--- src/rtl/gamepad_pkg.sv ---
// gamepad_pkg
//   Shared definitions for the gamepad PMOD serial link.
//   - gp_state_e  : transmitter FSM states
//   - GP_NUM_BITS : bits per frame (two controllers x 12 buttons)
//   - GP_BTN_*    : button bit index within one 12-bit controller word
//   - gpBitIndex  : position of a button inside the full frame word
//                   (controller 0 occupies the upper half)
package gamepad_pkg;

  localparam int GP_NUM_BITS  = 24;
  localparam int GP_CTRL_BITS = 12;

  localparam int GP_BTN_B      = 11;
  localparam int GP_BTN_Y      = 10;
  localparam int GP_BTN_SELECT = 9;
  localparam int GP_BTN_START  = 8;
  localparam int GP_BTN_UP     = 7;
  localparam int GP_BTN_DOWN   = 6;
  localparam int GP_BTN_LEFT   = 5;
  localparam int GP_BTN_RIGHT  = 4;
  localparam int GP_BTN_A      = 3;
  localparam int GP_BTN_X      = 2;
  localparam int GP_BTN_L      = 1;
  localparam int GP_BTN_R      = 0;

  typedef enum logic [2:0] {
    IDLE,
    SHIFT_LO,
    SHIFT_HI,
    LATCH,
    GAP
  } gp_state_e;

  function automatic int gpBitIndex(input int ctrl, input int btn);
    return (ctrl == 0) ? (GP_CTRL_BITS + btn) : btn;
  endfunction

endpackage

--- src/rtl/gamepad_clk_div.sv ---
// gamepad_clk_div
//   Free-running divider that emits a one-cycle tick every (i_terminal+1)
//   system clocks. The transmitter uses it for both pmod_clk half-periods
//   and the inter-frame gap, so the terminal count is a run-time input.
// Ports
//   i_clk      : system clock
//   i_rst_n    : synchronous active-low reset
//   i_clear    : hold the count at zero (no tick while asserted)
//   i_terminal : count value on which the tick fires
//   o_tick     : one-cycle pulse at the end of each period
module gamepad_clk_div
  import gamepad_pkg::*;
#(
  parameter int WIDTH = 6
) (
  input  logic             i_clk,
  input  logic             i_rst_n,
  input  logic             i_clear,
  input  logic [WIDTH-1:0] i_terminal,
  output logic             o_tick
);

  logic [WIDTH-1:0] r_cnt;
  logic             w_at_end;

  assign w_at_end = (r_cnt == i_terminal);
  assign o_tick   = w_at_end & ~i_clear;

  // The count restarts from zero on every tick, so a change of terminal
  // value takes effect cleanly at the start of the next period.
  always_ff @(posedge i_clk) begin
    if (!i_rst_n) begin
      r_cnt <= '0;
    end else if (i_clear || w_at_end) begin
      r_cnt <= '0;
    end else begin
      r_cnt <= r_cnt + 1'b1;
    end
  end

endmodule

--- src/rtl/gamepad_pmod_tx.sv ---
// gamepad_pmod_tx
//   Transmit end of the gamepad PMOD link. Accepts a 24-bit button word on a
//   valid/ready handshake and bit-bangs it MSB first on pmod_clk/pmod_data,
//   followed by a latch pulse and an idle gap.
// Ports
//   i_clk          : system clock
//   i_rst_n        : synchronous active-low reset
//   i_btn_data     : button word, [23:12] controller 0, [11:0] controller 1
//   i_btn_valid    : i_btn_data valid
//   o_btn_ready    : word accepted this cycle when valid is also high
//   o_pmod_clk     : serial clock, receiver samples data on its rising edge
//   o_pmod_latch   : frame-end latch pulse, active high
//   o_pmod_data    : serial data, MSB first
//   o_busy         : frame in progress
// Configuration
//   GAMEPAD_TX_REPEAT_EN : when defined, the last accepted word is kept and
//   retransmitted automatically whenever the block is idle with no new word.
module gamepad_pmod_tx
  import gamepad_pkg::*;
#(
  parameter int CLK_DIV  = 8,
  parameter int NUM_BITS = GP_NUM_BITS,
  parameter int IDLE_GAP = 4
) (
  input  logic                i_clk,
  input  logic                i_rst_n,
  input  logic [NUM_BITS-1:0] i_btn_data,
  input  logic                i_btn_valid,
  output logic                o_btn_ready,
  output logic                o_pmod_clk,
  output logic                o_pmod_latch,
  output logic                o_pmod_data,
  output logic                o_busy
);

  localparam int DIV_W = $clog2(CLK_DIV * IDLE_GAP) + 1;
  localparam int BIT_W = $clog2(NUM_BITS);

  localparam logic [DIV_W-1:0] HALF_TERM = DIV_W'(CLK_DIV - 1);
  localparam logic [DIV_W-1:0] GAP_TERM  = DIV_W'(CLK_DIV * IDLE_GAP - 1);
  localparam logic [BIT_W-1:0] LAST_BIT  = BIT_W'(NUM_BITS - 1);

  gp_state_e           r_state;
  logic [NUM_BITS-1:0] r_shreg;
  logic [BIT_W-1:0]    r_bit_cnt;
  logic                r_pmod_clk;
  logic                r_pmod_latch;
  logic                r_pmod_data;
  logic                r_busy;

  gp_state_e           w_state_next;
  logic [NUM_BITS-1:0] w_shreg_next;
  logic [BIT_W-1:0]    w_bit_cnt_next;
  logic                w_data_next;
  logic                w_start;
  logic [NUM_BITS-1:0] w_start_word;
  logic                w_clear;
  logic [DIV_W-1:0]    w_terminal;
  logic                w_tick;

  // Divider is held at zero while idle so the first half-period after an
  // accept is a full CLK_DIV cycles; the gap uses a longer terminal count.
  assign w_clear    = (r_state == IDLE);
  assign w_terminal = (r_state == GAP) ? GAP_TERM : HALF_TERM;

  gamepad_clk_div #(
    .WIDTH (DIV_W)
  ) u_clk_div (
    .i_clk      (i_clk),
    .i_rst_n    (i_rst_n),
    .i_clear    (w_clear),
    .i_terminal (w_terminal),
    .o_tick     (w_tick)
  );

  assign o_btn_ready = (r_state == IDLE) & i_rst_n;

`ifdef GAMEPAD_TX_REPEAT_EN
  logic [NUM_BITS-1:0] r_hold;
  logic                r_hold_vld;

  // A fresh word always wins over the held one; the hold register only
  // becomes eligible for replay once something has been accepted.
  assign w_start      = (r_state == IDLE) && (i_btn_valid || r_hold_vld);
  assign w_start_word = i_btn_valid ? i_btn_data : r_hold;

  // Capture every externally accepted word for later retransmission.
  always_ff @(posedge i_clk) begin
    if (!i_rst_n) begin
      r_hold     <= '0;
      r_hold_vld <= 1'b0;
    end else if ((r_state == IDLE) && i_btn_valid) begin
      r_hold     <= i_btn_data;
      r_hold_vld <= 1'b1;
    end
  end
`else
  assign w_start      = (r_state == IDLE) && i_btn_valid;
  assign w_start_word = i_btn_data;
`endif

  // Next-state logic. Data only moves at the SHIFT_HI -> SHIFT_LO boundary,
  // i.e. on the same edge pmod_clk falls, so it is stable while clock is high.
  always_comb begin
    w_state_next   = r_state;
    w_shreg_next   = r_shreg;
    w_bit_cnt_next = r_bit_cnt;
    w_data_next    = r_pmod_data;
    case (r_state)
      IDLE: begin
        if (w_start) begin
          w_state_next   = SHIFT_LO;
          w_shreg_next   = w_start_word;
          w_bit_cnt_next = LAST_BIT;
          w_data_next    = w_start_word[NUM_BITS-1];
        end
      end
      SHIFT_LO: begin
        if (w_tick) begin
          w_state_next = SHIFT_HI;
        end
      end
      SHIFT_HI: begin
        if (w_tick) begin
          if (r_bit_cnt == '0) begin
            w_state_next = LATCH;
          end else begin
            w_state_next   = SHIFT_LO;
            w_shreg_next   = r_shreg << 1;
            w_data_next    = r_shreg[NUM_BITS-2];
            w_bit_cnt_next = r_bit_cnt - 1'b1;
          end
        end
      end
      LATCH: begin
        if (w_tick) begin
          w_state_next = GAP;
          w_data_next  = 1'b0;
        end
      end
      GAP: begin
        if (w_tick) begin
          w_state_next = IDLE;
        end
      end
      default: begin
        w_state_next = IDLE;
        w_data_next  = 1'b0;
      end
    endcase
  end

  // Pin outputs are registered from the next state so they change on the
  // same edge as the state itself and never glitch.
  always_ff @(posedge i_clk) begin
    if (!i_rst_n) begin
      r_state      <= IDLE;
      r_shreg      <= '0;
      r_bit_cnt    <= '0;
      r_pmod_clk   <= 1'b0;
      r_pmod_latch <= 1'b0;
      r_pmod_data  <= 1'b0;
      r_busy       <= 1'b0;
    end else begin
      r_state      <= w_state_next;
      r_shreg      <= w_shreg_next;
      r_bit_cnt    <= w_bit_cnt_next;
      r_pmod_clk   <= (w_state_next == SHIFT_HI);
      r_pmod_latch <= (w_state_next == LATCH);
      r_pmod_data  <= w_data_next;
      r_busy       <= (w_state_next != IDLE);
    end
  end

  assign o_pmod_clk   = r_pmod_clk;
  assign o_pmod_latch = r_pmod_latch;
  assign o_pmod_data  = r_pmod_data;
  assign o_busy       = r_busy;

endmodule

--- config.mk ---
export PLATFORM = sky130hd
export DESIGN_NAME = gamepad_pmod_tx
export DESIGN_NICKNAME = d
export VERILOG_FILES = /design/src/rtl/gamepad_pkg.sv /design/src/rtl/gamepad_clk_div.sv /design/src/rtl/gamepad_pmod_tx.sv
export SDC_FILE = /design/constraint.sdc
export NUM_CORES = 1
export LEC_CHECK = 0
export BUFFER_PORTS_ARGS = -buffer_cell sky130_fd_sc_hd__buf_2
export CAP_MARGIN = 20
export CORE_MARGIN = 1
export CORE_UTILIZATION = 40
export DETAILED_ROUTE_END_ITERATION = 6
export PLACE_DENSITY = 0.56
export SETUP_SLACK_MARGIN = 0.15
export SLEW_MARGIN = 30
export SYNTH_ARGS = -nofsm -noshare
export SYNTH_HDL_FRONTEND = slang
export SYNTH_SLANG_ARGS = --single-unit
--- constraint.sdc ---
create_clock -name i_clk -period 2.5 [get_ports i_clk]
set_input_delay 0.75 -clock i_clk [delete_from_list [all_inputs] [get_ports i_clk]]
set_output_delay 0.75 -clock i_clk [all_outputs]
set_load 0.02 [all_outputs]
==> flow_metrics.tcl, run 1 <==
set metrics [dict create \
    placed_area_um2 2370 \
    power.leakage_nw 0.915 \
    diodes 0 \
    drc 0 \
    worstPathMaxFanout 9 \
    fin_worst_skew_ns 0.00828 \
    area_growth_pct 11.7 \
    cts_max_level 2 \
    ir_worst_vdd_mv 0.344 \
    dp_slack_ns 0.401 \
    grt_pass1_vias 1585 \
    syn-num-nets 249 \
    core_area_um2 5200 \
    clkTransAtPathRegs_ns 0.08 \
    cts_tree "done" \
    fin_tns_setup_ns 0 \
    slew_headroom_pct 68.7 \
    vias_per_cell 5.39 \
    async_reset_ff_share_pct 0 \
    postCtsSetupBuffers 0 \
    synth_top_area_cell "dfxtp_1" \
    period_needed_ns 2.14 \
    gp_congestion 0.804 \
    synth_common_cells "dfxtp_1 (41), mux2i_1 (24), a211oi_2 (20)" \
    io_buffers 31 \
    io_pins 32 \
    wirelength_um 4500 \
    fin_ws_ns 0.357 \
    cts-root-buf "clkbuf_8" \
    cp_data_required_time_ns 1.75 \
    layout.nets 273 \
    final_area_um2 2450 \
    cellPowerDensity_nw_per_um2 545 \
    clkSinkCount 41 \
    seq_area_frac_synth_pct 37.4 \
    synth_flop_cell "dfxtp_1" \
    final_cells 314 \
    start_util_pct 42.2 \
    critPathKind "flop to output pin" \
    hold_class "flop to flop" \
    synth_edf_count 0 \
    postCtsResizedCells 0 \
    slew_viol_final 0 \
    whs_ns 0.452 \
    synth_warnings 0 \
    ys_seq_elements 41 \
    place_hpwl_um 3070 \
    drive_gt1_share_pct 33.2 \
    synth_top_area_share_pct 37.4 \
    syn_inst 219 \
    overflow 0 \
    grt_first_pass_wirelength_um 7560 \
    die_height_um 76.1 \
    cts_hold_buf 0 \
    grt_usage_pct 16.4 \
    dp_cells 306 \
    dieArea_um2 5790 \
    finalSetupViolations 0 \
    hold_violations 0 \
    grt_max_degree 33 \
    num_vias 1692 \
    drt-pass1-iter-count 4 \
    post-synth-top-count-cell "dfxtp_1" \
    cts_made_buffers 5 \
    netlist_area_um2 2190 \
    outcome "finished clean" \
    drt-initial-drc-count 105 \
    yosys.cell_types.count 50 \
    rsz0062_at_grt "false" \
    fin_crit_sh_pct 85.7 \
    fp.dieW_um 76.1 \
    fmax_mhz 467 \
    clk_path_buf_depth 2 \
    worst_setup_path_start_kind "flop" \
    drtAntennaViolNets 0 \
    wire_per_inst_um 14.3 \
    rrSetupSlack_ns 0.39 \
    antenna_found_initial 0 \
    cap_violations 0 \
    clock_latency_ns 0.29 \
    syn_area_per_cell_um2 10.0 \
    worst_pin_slew_ns 0.469 \
    end_kind "output pin" \
    ys_top_cells_by_area "dfxtp_1 (37%), a211oi_2 (11%), mux2i_1 (11%)" \
    rows 26 \
    arrival_ns 1.39 \
]
-- layout make-up --
cell class / count / area, um^2
Clock buffer: 6 / 72.6
Clock inverter: 2 / 10.0
Fill cell: 528 / 2750
Inverter: 9 / 33.8
Multi-Input combinational cell: 151 / 1230
Sequential cell: 41 / 821
Tap cell: 70 / 87.6
Timing Repair Buffer: 35 / 198
-- routing by layer --
layer  share of wire [%]  track usage, %  vias up
li1                    -               -      859
met1                  49            23.2      805
met2                  47            24.0       26
met3                 3.5            4.19        2
met4                0.64            5.77        0
met5                   0               0        -
-- cell families (layout without fill, tap and decap cells) --
logic type / after synthesis / in the layout / share of synthesized area (%)
xor gates and xnor gates: 4 / 4 / 1.60
and+or+nand+nor: 69 / 69 / 19.6
adders and majority gates: 3 / 3 / 1.71
buffers and inverters: 27 / 52 / 6.61
DFF: 41 / 41 / 37.4
AOI/OAI and AO/OA: 50 / 50 / 21.7
muxes: 25 / 25 / 11.5
-- critical path, cell delays in order (launching register included) --
cell	delay, ns
dfxtp_1	0.38
or2_2	0.38
nor3_1	0.14
buf_2	0.19
-- worst paths after layout --
path,startpoint,endpoint,cells after the start
min,u_clk_div.r_cnt[0],u_clk_div.r_cnt[0],1
max reg2reg,r_bit_cnt[0],r_shreg[2],6
min reg2reg,u_clk_div.r_cnt[0],u_clk_div.r_cnt[0],1
max,r_state[2],o_btn_ready,3
-- metrics by stage --
step	util (%)	total power, W
2_1_floorplan	-	0.000880
3_3_place_gp	45.5	0.000931
3_5_place_dp	45.5	0.000934
4_1_cts	47.1	0.00136
5_1_grt	47.1	0.00141
6_report	47.1	0.00134
-- where the power goes --
part / internal, W / switching (W) / total, W
clock network: 0.000194 / 0.000225 / 0.000419
registers: 0.000693 / 0.0000263 / 0.000719
logic: 0.0000923 / 0.000106 / 0.000198
-- registers in the layout, indices dropped and copies added (netlist names) --
| register | count |
|---|---|
| o_busy | 1 |
| o_pmod_clk | 1 |
| o_pmod_data | 1 |
| o_pmod_latch | 1 |
| r_bit_cnt | 5 |
| r_shreg | 23 |
| r_state | 3 |
| u_clk_div.r_cnt | 6 |
-- cell usage in the layout (no fill, tap or decap), types with 3 or more instances in the layout --
cell,synthesis,final
buf_4,1,3
ha_1,3,3
o21ai_0,3,3
dfxtp_1,41,41
mux2i_1,24,24
a211oi_1,3,3
buf_2,8,31
nand3_1,4,4
nand2_1,4,4
and2_1,3,3
a21o_1,3,3
inv_1,9,9
a21oi_1,3,3
nor3_1,17,17
a211oi_2,20,20
nor2_1,16,16
clkbuf_8,0,5
a31oi_1,3,3
nor3_2,8,8
No activity file was read; power rests on OpenSTA's default activity.
==> run 2, diff against run 1 <==
PLACE_DENSITY = 0.57   (was 0.56)
SYNTH_HIERARCHICAL = 1   (was unset)
==> run 2 against run 1 <==
- register-to-register slack got worse by 0.05 ns
- die area decreased by 5.3%
- via count decreased by 8.6%
- clock-buffer cell count increased by 2
- sequential cell count unchanged
- largest power group unchanged
==> flow_metrics.tcl, run 2 <==
set metrics [dict create \
    arrival_ns 1.44 \
    num_vias 1547 \
    period_needed_ns 2.19 \
    hold_violations 0 \
    fin_crit_sh_pct 87.5 \
    clock_latency_ns 0.29 \
    synth_warnings 6 \
    wl_met2_um 1720 \
    async_reset_ff_share_pct 0 \
    layout_common_cells "dfxtp_1 (41), buf_2 (31), nor2_1 (25)" \
    rsz0062_at_grt "false" \
    syn_inst 205 \
    fin_tns_setup_ns 0 \
    crit_top_cell "buf_4" \
    gp_congestion 0.741 \
    ir_worst_vdd_mv 0.346 \
    fin_worst_skew_ns 0.00344 \
    die_height_um 74.0 \
    cellPowerDensity_nw_per_um2 550 \
    worstPathMaxFanout 10 \
    grt_usage_pct 15.7 \
    wl_met1_um 1990 \
    cts_max_level 2 \
    cap_violations 0 \
    drt-pass1-iter-count 4 \
    worst_path_largest_cell_delay_ns 0.32 \
    top_layer "met4" \
    end_kind "output pin" \
    top_regs "r_shreg x23, u_clk_div/r_cnt x6, r_bit_cnt x5" \
    dp_cells 301 \
    cts_hold_buf 0 \
    overflow 0 \
    wirelength_um 3880 \
    whs_ns 0.482 \
    finalSetupViolations 0 \
    power.total_w 0.00134 \
    place_hpwl_um 2610 \
    cp_cell_sequence "buf_4, nor3_1, buf_4, and2_1, buf_2" \
    clkTransAtPathRegs_ns 0.07 \
    start_util_pct 42.8 \
    vias_per_cell 5.01 \
    final_area_um2 2430 \
    synth_top_area_cell "dfxtp_1" \
    fp.dieW_um 74.0 \
    drive_gt1_share_pct 31.8 \
    synth_top_family_by_area "compound AO/OA/AOI/OAI gates" \
    final_cells 309 \
    synth_compound_area_share_pct 22.0 \
    critPathKind "flop to output pin" \
    placed_area_um2 2350 \
    hold_class "flop to flop" \
    drc 0 \
    cts_tree "done" \
    grt_max_degree 48 \
    worst_setup_path_start_kind "flop" \
    wire_per_inst_um 12.6 \
    synth_flop_cell "dfxtp_1" \
    antenna_found_initial 0 \
    clk_path_buf_depth 2 \
    core_area_um2 4850 \
    rows 25 \
    slew_viol_final 0 \
    grt_pass1_vias 1412 \
    synthSimpleGateAreaFrac_pct 14.1 \
    outcome "finished clean" \
    synth.area.mux_share_pct 11.6 \
    diodes 0 \
    netlist_area_um2 2070 \
    drtAntennaViolNets 0 \
    syn_area_per_cell_um2 10.1 \
    io_pins 32 \
    yosys.cell_types.count 42 \
    ys_top_cells_by_area "dfxtp_1 (40%), a211oi_2 (13%), mux2i_1 (12%)" \
    power.leakage_nw 0.949 \
    synth_top_area_share_pct 39.6 \
    fmax_mhz 457 \
    seq_area_frac_synth_pct 39.6 \
    area_growth_pct 17.1 \
    layout.nets 271 \
    cts_made_buffers 5 \
    largest_register_ffs 23 \
    largest-register "r_shreg" \
    clkSinkCount 41 \
    cp_data_required_time_ns 1.75 \
    grt_first_pass_wirelength_um 6560 \
    slowest_stage "dfxtp_1" \
    cts-root-buf "clkbuf_8" \
    ys_seq_elements 41 \
    synth_xor_xnor_area_share_pct 5.07 \
    synth_edf_count 0 \
    yosys.area_share.adder_pct 1.81 \
    wl_met3_um 124 \
    synth_common_cells "dfxtp_1 (41), nor2_1 (25), mux2i_1 (24)" \
    io_buffers 31 \
    dieArea_um2 5480 \
    post-synth-top-count-cell "dfxtp_1" \
    drt-initial-drc-count 88 \
    final_common_cell "dfxtp_1" \
]
==> run 2: layer usage <==
metal / up-vias / track usage (%)
li1: 812 / -
met1: 707 / 21.1
met2: 23 / 24.1
met3: 5 / 4.07
met4: 0 / 5.77
met5: - / 0
==> run 2: cell families (layout without fill, tap and decap cells) <==
| logic type | count (synthesis) | after routing |
|---|---|---|
| other | 2 | 4 |
| adders and majority gates | 3 | 3 |
| DFF | 41 | 41 |
| muxes | 24 | 24 |
| AOI/OAI and AO/OA | 47 | 47 |
| and+or+nand+nor | 55 | 55 |
| buffers and inverters | 21 | 56 |
| xor gates and xnor gates | 12 | 12 |
==> run 2: stage by stage <==
step | utilization [%] | setup slack [ns]
floorplan | - | 0.155
global placement | 48.4 | 0.403
detailed placement | 48.4 | 0.375
CTS | 50.1 | 0.286
global route | 50.1 | 0.151
finish | 50.1 | 0.312
==> run 2: final cells by class <==
type                    instances  area (um^2)
fillers                       453         2420
multi-input cells             145         1160
flip-flops and latches         41          821
repair buffers                 42          263
well taps                      67         83.8
clock buffers                   8         80.1
inverters                       6         22.5
==> run 2: final timing paths <==
check             startpoint     endpoint  slack [ns]  cells after the start
hold reg to reg   r_shreg[0]   r_shreg[0]        0.48                      2
hold / removal    r_shreg[0]   r_shreg[0]        0.48                      2
setup reg to reg  r_state[2]       o_busy        0.34                      9
setup / recovery  r_state[1]  o_btn_ready        0.31                      5
==> run 2: repair_timing <==
| item | in CTS | in global routing |
|---|---|---|
| setup endpoints to repair | 0 | 1 |
| endpoints found under the hold margin | 0 | 0 |
| setup buffers | 0 | 0 |
| gates resized for setup | 0 | 1 |
==> run 2: power breakdown <==
group / total (W) / switching [W] / leakage [nW] / internal (W)
Combinational: 0.000202 / 0.000111 / 0.572 / 0.0000907
Sequential: 0.000715 / 0.0000224 / 0.338 / 0.000693
Clock: 0.000418 / 0.000219 / 0.0395 / 0.000199
Total: 0.00134 / 0.000353 / 0.949 / 0.000982
==> run 2: critical path, delay by kind of cell (launching register included) <==
kind / cells / cell delay, ns
buf+inv: 3 / 0.49
flops: 1 / 0.32
simple gates: 2 / 0.34
==> run 3, diff against run 2 <==
clock period = 2.1 ns   (was 2.5 ns; I/O delays follow)
==> run 3 against run 2 <==
- worst hold slack better by 0.0019 ns
- worst setup slack worse by 0.25 ns
- cell count up 4.9%
- sequential share of layout area down 4.1 points
- cell area up 15%
- non-clock buffer count up 15
- clock power up 54%
- critical path depth up 3
- largest cell class unchanged
- critical path type is now flop to flop
- register-to-register slack worse by 0.28 ns
==> flow_metrics.tcl, run 3 (synthesis results as in run 2) <==
set metrics [dict create \
    diodes 0 \
    critPathBufInv 1 \
    wirelength_um 4290 \
    rows 25 \
    slew_viol_final 0 \
    end_kind "flop" \
    slowest_stage "dfxtp_2" \
    clock_latency_ns 0.30 \
    drtAntennaViolNets 0 \
    whs_endpoint "r_shreg[0]" \
    outcome "finished clean" \
    io_buffers 31 \
    wire_per_inst_um 13.2 \
    io_pins 32 \
    clkTransAtPathRegs_ns 0.08 \
    rsz0062_at_grt "true" \
    reg2reg_to "r_shreg[5]" \
    ir_worst_vdd_mv 0.438 \
    rrSetupSlack_ns 0.06 \
    dieArea_um2 5480 \
    drt-pass1-iter-count 4 \
    cts-root-buf "clkbuf_8" \
    clkSinkCount 41 \
    r2r_start "r_state[1]" \
    area_growth_pct 34.1 \
    start_util_pct 42.8 \
    clk_path_buf_depth 2 \
    largest-register "r_shreg" \
    fp.dieW_um 74.0 \
    power.total_w 0.00182 \
    hold_class "flop to flop" \
    finalSetupViolations 0 \
    core_area_um2 4850 \
    crit_family "simple AND/OR/NAND/NOR gates" \
    path_depth 8 \
    cp_data_required_time_ns 2.32 \
    antenna_found_initial 0 \
    grt_usage_pct 16.8 \
    fin_tns_setup_ns 0 \
    power.leakage_nw 1.08 \
    cap_violations 0 \
    layout.nets 286 \
    period_needed_ns 2.04 \
    place_hpwl_um 2770 \
    worst_setup_path_start_kind "flop" \
    fin_worst_skew_ns 0.00886 \
    top_regs "r_shreg x23, u_clk_div/r_cnt x6, r_bit_cnt x5" \
    cts_hold_buf 0 \
    cp_cell_sequence "nor3_4, xor2_2, nor4_4, and3b_2, a32o_2, buf_12, nor2_2, a211oi_2" \
    drt-initial-drc-count 84 \
    vias_per_cell 5.09 \
    whs_ns 0.484 \
    drc 0 \
    fin_crit_sh_pct 97.2 \
    cts_made_buffers 5 \
    largest_register_ffs 23 \
    multi_input_area_um2 1270 \
    die_height_um 74.0 \
    n_fill_cell 435 \
    worstPathMaxFanout 11 \
    fmax_mhz 490 \
    final_core_util_pct 57.4 \
    critPathKind "flop to flop" \
    gp_congestion 0.715 \
    hp-start "r_shreg[0]" \
    arrival_ns 2.26 \
    cellPowerDensity_nw_per_um2 653 \
    worst_path_largest_cell_delay_ns 0.34 \
    grt_pass1_vias 1603 \
    layout_common_cells "dfxtp_1 (39), buf_2 (30), mux2i_1 (24)" \
    grt_max_degree 27 \
    cts_tree "done" \
    register_area_um2 826 \
    final_common_cell "dfxtp_1" \
    final_area_um2 2780 \
    grt_first_pass_wirelength_um 7000 \
    hold_depth 2 \
    hold_violations 0 \
    placed_area_um2 2480 \
    overflow 0 \
    num_vias 1650 \
    drive_gt1_share_pct 45.1 \
    cts_max_level 2 \
    rr_worst_depth 8 \
]
==> run 3: cell count changes in the layout (fill, tap and decap cells not counted), sizes merged <==
cell / delta
buf: +13
clkinv: +1
bufinv: +1
==> run 3: how the worst max path moves through the flow <==
stage / start / end / slack [ns]
6_report: r_state[1] / r_shreg[5] / 0.06
5_1_grt: r_state[1] / o_pmod_data / -0.08
4_1_cts: r_state[1] / r_shreg[5] / 0.06
3_5_place_dp: r_state[2] / o_pmod_data / 0.02
3_3_place_gp: r_state[2] / r_shreg[11] / 0.08
2_1_floorplan: r_state[0] / o_busy / -0.03
==> run 3: power by group <==
part	switching, W	internal [W]	leakage, nW
clock	0.000286	0.000357	0.0554
combinational	0.000158	0.000159	0.690
sequential	0.0000328	0.000824	0.339
==> run 3: layout make-up <==
| cell class | count | area share [%] |
|---|---|---|
| clock inverters | 2 | 1.39 |
| flip-flops and latches | 41 | 29.7 |
| well taps | 67 | 3.01 |
| inverters | 6 | 0.809 |
| multi-input cells | 145 | 45.8 |
| repair buffers | 57 | 16.7 |
| clock buffers | 6 | 2.61 |
==> run 3: layer usage <==
layer,share of wire (%),global-route usage (%),routed length (um)
met3,3.7,4.74,157
met1,48,20.3,2060
met5,0,0,0
met2,47,27.2,2000
met4,1.7,8.55,73
==> run 3: repair_timing <==
action | CTS | global route
gates resized for setup | 9 | 10
pin swaps | 8 | 3
endpoints found under the setup margin | 29 | 35
hold endpoints to repair | 0 | 0
cloned | 0 | 4
setup buffers | 1 | 5
==> run 3: tightest hold or removal path: stages (launching register included) <==
cell and delay (ns):
dfxtp_1 0.32, nand2_1 0.05, o22ai_1 0.07
==> run 3: stage by stage <==
step,std cells,setup slack (ns)
2_1_floorplan,207,-0.0277
3_3_place_gp,306,0.0763
3_5_place_dp,306,0.0218
4_1_cts,315,0.0559
5_1_grt,324,-0.0783
6_report,324,0.0584
